**config.mk**
```make
export PLATFORM = sky130hd
export DESIGN_NAME = fetch_pc_gen
export DESIGN_NICKNAME = d
export VERILOG_FILES = /design/src/rtl/fetch_pc_gen_pkg.sv /design/src/rtl/fetch_next_pc.sv /design/src/rtl/fetch_pc_gen.sv
export SDC_FILE = /design/constraint.sdc
export NUM_CORES = 1
export LEC_CHECK = 0
export BUFFER_PORTS_ARGS = -buffer_cell sky130_fd_sc_hd__buf_2
export CORE_MARGIN = 1.5
export CORE_UTILIZATION = 55
export CTS_CLUSTER_DIAMETER = 80
export DETAILED_ROUTE_END_ITERATION = 6
export PLACE_DENSITY = 0.82
export SLEW_MARGIN = 20
export SYNTH_ARGS = -nofsm -noshare
export SYNTH_HDL_FRONTEND = slang
export SYNTH_SLANG_ARGS = --single-unit
```
**constraint.sdc**
```tcl
create_clock -name clk_i -period 4.3 [get_ports clk_i]
set_input_delay 0.215 -clock clk_i [delete_from_list [all_inputs] [get_ports clk_i]]
set_output_delay 0.215 -clock clk_i [all_outputs]
set_load 0.005 [all_outputs]
```
**src/rtl/fetch_pc_gen_pkg.sv**
```systemverilog
// +--------------------------------------------------------------+
// | fetch_pc_gen_pkg : shared widths and fetch FSM encodings     |
// | Rev 1.0                                                      |
// +--------------------------------------------------------------+
`default_nettype none

`ifndef XLEN
`define XLEN 32
`endif
`ifndef INSTR_WIDTH
`define INSTR_WIDTH 32
`endif
`ifndef REG_IDX_WIDTH
`define REG_IDX_WIDTH 5
`endif
`ifndef IFU_ST_REQ
`define IFU_ST_REQ       2'd0
`define IFU_ST_RSP       2'd1
`define IFU_ST_JALR_WAIT 2'd2
`define IFU_ST_DROP      2'd3
`endif

package fetch_pc_gen_pkg;
  localparam int XLEN          = `XLEN;
  localparam int INSTR_WIDTH   = `INSTR_WIDTH;
  localparam int REG_IDX_WIDTH = `REG_IDX_WIDTH;

  typedef enum logic [1:0] {
    ST_REQ       = `IFU_ST_REQ,
    ST_RSP       = `IFU_ST_RSP,
    ST_JALR_WAIT = `IFU_ST_JALR_WAIT,
    ST_DROP      = `IFU_ST_DROP
  } ifu_state_e;
endpackage

`default_nettype wire

```
**src/rtl/fetch_next_pc.sv**
```systemverilog
// +--------------------------------------------------------------+
// | fetch_next_pc : static next-PC and taken-prediction select   |
// | Rev 1.0                                                      |
// +--------------------------------------------------------------+
`default_nettype none

module fetch_next_pc
  import fetch_pc_gen_pkg::*;
(
  input  logic [XLEN-1:0] pc_i,
  input  logic [XLEN-1:0] imm_i,
  input  logic            bxx_i,
  input  logic            jal_i,
  input  logic            jalr_i,
  output logic [XLEN-1:0] next_pc_o,
  output logic            pred_taken_o
);
  logic use_imm;

  // Backward conditional branches are predicted taken.
  assign use_imm      = jal_i | (bxx_i & imm_i[XLEN-1]);
  assign pred_taken_o = use_imm | jalr_i;
  assign next_pc_o    = use_imm ? (pc_i + imm_i) : (pc_i + XLEN'(4));
endmodule

`default_nettype wire

```
**src/rtl/fetch_pc_gen.sv**
```systemverilog
// +--------------------------------------------------------------+
// | fetch_pc_gen : fetch PC generator and instruction buffer     |
// | Rev 1.0                                                      |
// +--------------------------------------------------------------+
`default_nettype none

module fetch_pc_gen
  import fetch_pc_gen_pkg::*;
#(
  parameter logic [XLEN-1:0] RESET_PC = 32'h8000_0000
) (
  input  logic                     clk_i,
  input  logic                     rst_i,
  output logic                     ifu_req_valid_o,
  input  logic                     ifu_req_ready_i,
  output logic [XLEN-1:0]          ifu_req_pc_o,
  input  logic                     ifu_rsp_valid_i,
  output logic                     ifu_rsp_ready_o,
  input  logic [INSTR_WIDTH-1:0]   ifu_rsp_instr_i,
  input  logic                     dec_bxx_i,
  input  logic                     dec_jal_i,
  input  logic                     dec_jalr_i,
  input  logic [REG_IDX_WIDTH-1:0] dec_jalr_rs1_idx_i,
  input  logic [XLEN-1:0]          dec_bjp_imm_i,
  output logic [REG_IDX_WIDTH-1:0] rf_rs1_idx_o,
  input  logic [XLEN-1:0]          rf_rs1_data_i,
  input  logic                     rf_rs1_busy_i,
  input  logic                     flush_i,
  input  logic [XLEN-1:0]          flush_pc_i,
  output logic                     out_valid_o,
  input  logic                     out_ready_i,
  output logic [INSTR_WIDTH-1:0]   out_instr_o,
  output logic [XLEN-1:0]          out_pc_o,
  output logic                     out_pred_taken_o
);
  ifu_state_e               state_q, state_d;
  logic [XLEN-1:0]          pc_q, pc_d;
  logic                     out_valid_q, out_valid_d;
  logic [INSTR_WIDTH-1:0]   out_instr_q, out_instr_d;
  logic [XLEN-1:0]          out_pc_q, out_pc_d;
  logic                     out_pred_q, out_pred_d;
  logic [REG_IDX_WIDTH-1:0] jalr_rs1_idx_q, jalr_rs1_idx_d;
  logic [XLEN-1:0]          jalr_imm_q, jalr_imm_d;

  logic [XLEN-1:0] next_pc;
  logic            pred_taken;
  logic            rsp_fire;
  logic            rs1_ready;
  logic [XLEN-1:0] rs1_operand;
  logic [XLEN-1:0] jalr_sum;

  fetch_next_pc u_next_pc (
    .pc_i         (pc_q),
    .imm_i        (dec_bjp_imm_i),
    .bxx_i        (dec_bxx_i),
    .jal_i        (dec_jal_i),
    .jalr_i       (dec_jalr_i),
    .next_pc_o    (next_pc),
    .pred_taken_o (pred_taken)
  );

  // Withholding the request during a flush keeps an orphan response from being fetched.
  assign ifu_req_valid_o = ~rst_i & ~flush_i & (state_q == ST_REQ);
  assign ifu_req_pc_o    = pc_q;
  assign ifu_rsp_ready_o = ~rst_i &
                           (((state_q == ST_RSP) & (~out_valid_q | out_ready_i | flush_i)) |
                            (state_q == ST_DROP));
  assign rsp_fire        = ifu_rsp_valid_i & ifu_rsp_ready_o;

  assign rf_rs1_idx_o = jalr_rs1_idx_q;
  assign rs1_ready    = (jalr_rs1_idx_q == '0) | ~rf_rs1_busy_i;
  assign rs1_operand  = (jalr_rs1_idx_q == '0) ? '0 : rf_rs1_data_i;
  assign jalr_sum     = rs1_operand + jalr_imm_q;

  always_comb begin
    state_d        = state_q;
    pc_d           = pc_q;
    out_valid_d    = out_valid_q;
    out_instr_d    = out_instr_q;
    out_pc_d       = out_pc_q;
    out_pred_d     = out_pred_q;
    jalr_rs1_idx_d = jalr_rs1_idx_q;
    jalr_imm_d     = jalr_imm_q;

    if (out_valid_q && out_ready_i) begin
      out_valid_d = 1'b0;
    end

    case (state_q)
      ST_REQ: begin
        if (flush_i) begin
          pc_d = flush_pc_i;
        end else if (ifu_req_ready_i) begin
          state_d = ST_RSP;
        end
      end
      ST_RSP: begin
        if (flush_i) begin
          pc_d    = flush_pc_i;
          state_d = ifu_rsp_valid_i ? ST_REQ : ST_DROP;
        end else if (rsp_fire) begin
          out_valid_d = 1'b1;
          out_instr_d = ifu_rsp_instr_i;
          out_pc_d    = pc_q;
          out_pred_d  = pred_taken;
          if (dec_jalr_i) begin
            jalr_rs1_idx_d = dec_jalr_rs1_idx_i;
            jalr_imm_d     = dec_bjp_imm_i;
            state_d        = ST_JALR_WAIT;
          end else begin
            pc_d    = next_pc;
            state_d = ST_REQ;
          end
        end
      end
      ST_JALR_WAIT: begin
        if (flush_i) begin
          pc_d    = flush_pc_i;
          state_d = ST_REQ;
        end else if (rs1_ready) begin
          pc_d    = {jalr_sum[XLEN-1:1], 1'b0};
          state_d = ST_REQ;
        end
      end
      ST_DROP: begin
        if (flush_i) begin
          pc_d = flush_pc_i;
        end else if (ifu_rsp_valid_i) begin
          state_d = ST_REQ;
        end
      end
      default: state_d = ST_REQ;
    endcase

    if (flush_i) begin
      out_valid_d = 1'b0;
    end
  end

  always_ff @(posedge clk_i) begin
    if (rst_i) begin
      state_q        <= ST_REQ;
      pc_q           <= RESET_PC;
      out_valid_q    <= 1'b0;
      out_instr_q    <= '0;
      out_pc_q       <= '0;
      out_pred_q     <= 1'b0;
      jalr_rs1_idx_q <= '0;
      jalr_imm_q     <= '0;
    end else begin
      state_q        <= state_d;
      pc_q           <= pc_d;
      out_valid_q    <= out_valid_d;
      out_instr_q    <= out_instr_d;
      out_pc_q       <= out_pc_d;
      out_pred_q     <= out_pred_d;
      jalr_rs1_idx_q <= jalr_rs1_idx_d;
      jalr_imm_q     <= jalr_imm_d;
    end
  end

  assign out_valid_o      = out_valid_q;
  assign out_instr_o      = out_instr_q;
  assign out_pc_o         = out_pc_q;
  assign out_pred_taken_o = out_pred_q;
endmodule

`default_nettype wire

```
* Word level (Yosys, flattened, before mapping) *
Cells that the tools add are included.

cells by class
  add/subtract/negate cells = 3
  eq/ne operators = 11
  mux-type cells = 23
  bitwise logic cells = 16
  reductions and logical operators = 9

operators with widths
  operator                                                          count
  32-bit 2-to-1 mux                                                 8
  32-bit one-hot mux with 3 select lines                            1
  32-bit adder                                                      2
  32-bit by 3-bit adder with 32-bit output (second input constant)  1
  2-bit 2-to-1 mux                                                  10
  3-bit != test (second input constant)                             3
  2-bit != test (second input constant)                             4
  2-bit one-hot mux with 4 select lines                             1
  4-bit AND reduction                                               2
  1-bit bitwise AND                                                 6
  1-bit bitwise OR                                                  6
  6-bit AND reduction                                               1
  5-bit zero test                                                   1
  2-bit == test (second input constant)                             2
  1-bit NOT                                                         4
  2-bit OR reduction                                                2
  1-bit 2-to-1 mux                                                  3
  3-bit AND reduction                                               1
  2-bit by 1-bit == test with 1-bit output (second input constant)  1
  2-bit zero test                                                   1
  2-bit by 1-bit != test with 1-bit output (second input constant)  1
  1-bit logical AND                                                 1

storage, ports and cells
  register bits = 137
  input bits = 143

* Depth between registers and ports, before layout *
  word-level depth = 10
  mapped depth = 14

* Hierarchy *
Synthesis repeated with hierarchy kept, for this count alone.

second synthesis, totals
  cell total of the unflattened synthesis = 1,360
  area, all modules = 10,133.5 µm²

modules (own cells, without submodules)
  module         times used  cells each  area an instance (µm²)  sequential area each (µm²)
  fetch_pc_gen   1           957         7,412.1                 2,742.6
  fetch_next_pc  1           403         2,721.4                 0.0

* Least setup slack after synthesis *
No wires, ideal clock.

  path type = flip-flop to flip-flop
  from = register jalr_rs1_idx_q[1], in the netlist rf_rs1_idx_o[1]
  to = register pc_q[29], in the netlist ifu_req_pc_o[29]
  arrival time = 3.107 ns
  required time = 4.221 ns
  path slack = 1.113 ns
  stages on the path, launching flop included = 15
  period minus slack after synthesis = 3.187 ns
  cells stage by stage = dfxtp_1 nor4_1 nand2_1 clkbuf_1 and2_1 ha_1 clkbuf_2 nand2_1 or4_1 a21oi_1 nand4b_4 a31oi_4 o21a_1 o211a_1 a211oi_2

between the ends
  longest elaborated chain between the ends = 6
  elaborated cells between the ends (all ways) = 9

ends and longest elaborated chain
  what                                    line                                    source
  from (decl)                             fetch_pc_gen.sv:42                      logic [REG_IDX_WIDTH-1:0] jalr_rs1_idx_q, jalr_rs1_idx_d;
  from (signal assigned)                  fetch_pc_gen.sv:157                     jalr_rs1_idx_q <= jalr_rs1_idx_d;
  5-bit zero test *                       fetch_pc_gen.sv:71, fetch_pc_gen.sv:72
  32-bit 2-to-1 mux                       fetch_pc_gen.sv:72                      assign rs1_operand = (jalr_rs1_idx_q == '0) ? '0 : rf_rs1_data_i;
  32-bit adder                            fetch_pc_gen.sv:73                      assign jalr_sum = rs1_operand + jalr_imm_q;
  32-bit 2-to-1 mux                       fetch_pc_gen.sv:120                     end else if (rs1_ready) begin
  32-bit 2-to-1 mux                       fetch_pc_gen.sv:117                     if (flush_i) begin
  32-bit one-hot mux with 3 select lines  fetch_pc_gen.sv:89                      case (state_q)
  to (signal assigned)                    fetch_pc_gen.sv:152                     pc_q <= pc_d;
  to (decl)                               fetch_pc_gen.sv:37                      logic [XLEN-1:0] pc_q, pc_d;

Every way passes the cells marked *; elsewhere a longest branch is shown, timed or not. The select of a mux whose other input is x is not followed.
A chain may end at the register's enable or synchronous reset.

* Final worst setup path *
  from = register jalr_rs1_idx_q[1], in the netlist rf_rs1_idx_o[1]
  to = register pc_q[30], in the netlist ifu_req_pc_o[30]

Same word-level chain as after synthesis.

==> results_dict.tcl <==
set metrics [dict create \
    antenna_found_initial 0 \
    synth-edff-count 0 \
    synth_fa_ha_area_share_pct 8.673 \
    cp-start-kind "flop" \
    dieHeight_um 137.7 \
    cp_max_fo 29 \
    crit-reg2reg-launch "rf_rs1_idx_o[1]" \
    slowest_stage "nor4_1" \
    synth_top_family_by_area "compound AO/OA/AOI/OAI gates" \
    finalCriticalPeriod_ns 3.968 \
    grt-ovfl-total 0 \
    worst_path_most_repeated_cell "a21oi_1" \
    vias 11340 \
    yosys_warnings 0 \
    drv_slew 0 \
    gp_congestion 1.017 \
    worst_setup_path_end_kind "flop" \
    worstPathArrival_ns 4.25 \
    period_share_pct 92.29 \
    grt_pass1_wl_um 52670 \
    dr.pass1.iters 6 \
    synth.distinct_cells 69 \
    synth_area_leader_cell "dfxtp_1" \
    max_stage_delay_ns 0.48 \
    synth_mux_area_share_pct 1.028 \
    drc 0 \
    io_buffer_count 247 \
    start_util_pct 55.77 \
    worstSetupPathType "flop to flop" \
    synth_xor_area_share_pct 5.001 \
    wirelength_um 34710 \
    synthesis.area_um2 9983 \
    whs_ns 0.007424 \
    ctsHtreeMaxLevel 4 \
    skew_ns 0.01148 \
    holdPathStages 3 \
    route.detailed.wl_per_inst_um 19.24 \
    grt_pass1_vias 10200 \
    antenna_left 0 \
    cts_tree "done" \
    synth_fp_nets 1580 \
    reg2reg_depth 13 \
    fin_nets 1773 \
    holdCritStartpoint "ifu_rsp_instr_i[6]" \
    cp-startpoint "rf_rs1_idx_o[1]" \
    synthSimpleGateAreaFrac_pct 26.18 \
    p_leak_nw 5.102 \
    hold_class "primary input to flop" \
    num_io_pins 248 \
    async_flop_share_pct 0 \
    yosys-top-cells-count "nand2_1, a21oi_1, dfxtp_1" \
    synthCells 1369 \
    via_per_inst 6.285 \
    hold_viol 0 \
    clk_path_buf_depth 2 \
    drt_iter0_drc 983 \
    slew_headroom_pct 37.58 \
    cap_violations 0 \
    required_ns 4.58 \
    fin_setup_tns_ns 0 \
    ctsResizeCount 0 \
    netlist.area_leader.share_pct 27.47 \
    area_delta_synth_final_pct 19.18 \
    peakVddDrop_uv 306.1 \
    diodes 0 \
    outcome "complete, no violations" \
    drive_gt1_share_pct 20.38 \
    setup_viol 0 \
    fin_cells 1804 \
    core_area_um2 17900 \
    syn_avg_cell_area_um2 7.292 \
    yosysMostFrequentCell "nand2_1" \
    clock-root-buffer "clkbuf_16" \
    crit_chain "nor4_1 -> nand2_1 -> buf_4 -> and2_1 -> ha_1 -> a21oi_1 -> o21ai_0 -> a221oi_2 -> o211ai_1 -> a21oi_1 -> nor4_1 -> a21oi_1 -> a311oi_1" \
    synth_area_leaders "dfxtp_1, nand2_1, a21oi_1" \
    cts_hold_buf 1 \
    rsz0062_at_grt "false" \
    die_x_um 137.7 \
    synth_compound_area_share_pct 26.90 \
    ys_seq_area_share_pct 27.47 \
    rows 49 \
    cts.sinks 137 \
    tightest_slew_ns 0.9364 \
    cts_inserted_buffers 17 \
    clk_latency_ns 0.44 \
    clk_pin_slew_ns 0.07 \
    fmax_mhz 252.0 \
    ys_ff_latch 137 \
    grt_max_degree 77 \
    post-cts-setup-buffers 0 \
    dpl.cell_count 1771 \
    ys.flop_type "dfxtp_1" \
    power.density_nw_per_um2 342.7 \
    place_hpwl_um 25770 \
    die-area_um2 18970 \
    globalRouteTotalUtil_pct 35.80 \
]
path summary, 6_finish.rpt:
path / slack (ns) / endpoint
worst max-delay path: 0.33 / ifu_req_pc_o[30]
worst min-delay path: 0.007 / out_instr_o[6]
worst max register to register: 0.33 / ifu_req_pc_o[30]
worst min register to register: 0.45 / out_pc_o[23]
cell families after synthesis:
family | after synthesis
AO/OA/AOI/OAI | 412
XOR/XNOR | 57
adder cells (fa/ha/maj) | 68
buffers and inverters | 117
flip-flops | 137
multiplexers | 10
AND/OR/NAND/NOR | 568
worst max-delay path: cells and delay by family (launching register included):
family / cells / cell delay, ns
fa+ha+maj: 1 / 0.37
simple gates: 4 / 1.02
compound gates: 7 / 1.80
flops: 1 / 0.33
buf+inv: 1 / 0.28
flip-flops by register name (all words and copies together) (netlist names):
signal / flops
out_pc_o: 32
state_q: 2
out_valid_o: 1
ifu_req_pc_o: 32
jalr_imm_q: 32
out_pred_taken_o: 1
rf_rs1_idx_o: 5
out_instr_o: 32
routing by layer:
metal	share of wire (%)	up-vias	track usage [%]	wire [um]
met5	0	-	0	0
li1	-	5296	-	-
met1	40	5294	44.44	13790
met3	8.5	150	7.211	2959
met2	46	599	57.53	16120
met4	5.3	0	20.83	1838
cell type report:
class	count	area [um^2]
inverter	25	93.84
tap	229	286.5
timing repair buffer	266	1396
multi-input combinational	1115	6793
clock buffer	18	429.2
sequential	137	2743
clock inverter	14	156.4
fill	1648	6005
cells in the final DEF (no fill, tap or decap), types with 4 or more instances in the layout:
master and count:
nand2_1 293, buf_2 246, a21oi_1 176, dfxtp_1 137, nor2_1 82, ha_1 66, o21ai_0 48, xnor2_1 36
and2_1 34, a211oi_1 33, nand3_1 31, a21o_1 29, nand4_1 27, nor3_1 26, inv_1 25, xor2_1 21
o211ai_1 19, buf_4 18, clkbuf_16 17, and3_1 15, a221oi_1 15, o21a_1 12, a31oi_1 11, nor2b_1 8
mux2i_1 8, or3_1 8, a311oi_1 8, nor4_1 7, o21bai_1 7, and4_1 6, nand3b_1 6, a211o_1 5
nand2b_1 5, inv_6 5, o31ai_1 4, or2_2 4, a2111o_1 4, a222oi_1 4
report_power, final:
part | internal (mW) | switching, mW | leakage [nW]
sequential | 1.33 | 0.145 | 1.11
clock | 0.822 | 0.658 | 0.281
combinational | 0.457 | 0.664 | 3.71
total | 2.61 | 1.47 | 5.10
per-stage QoR:
stage          power, mW  instance area, um^2  setup WS, ns  utilization [%]
2_1_floorplan      2.184                 9983         1.113                -
3_3_place_gp       2.560                11290        0.6138            63.09
6_report           4.077                11900        0.3316            66.46
4_1_cts            4.046                11900        0.4449            66.46
5_1_grt            4.241                11900       0.07632            66.46
3_5_place_dp       2.578                11300        0.5167            63.13
(Power assumes the default switching activity.)
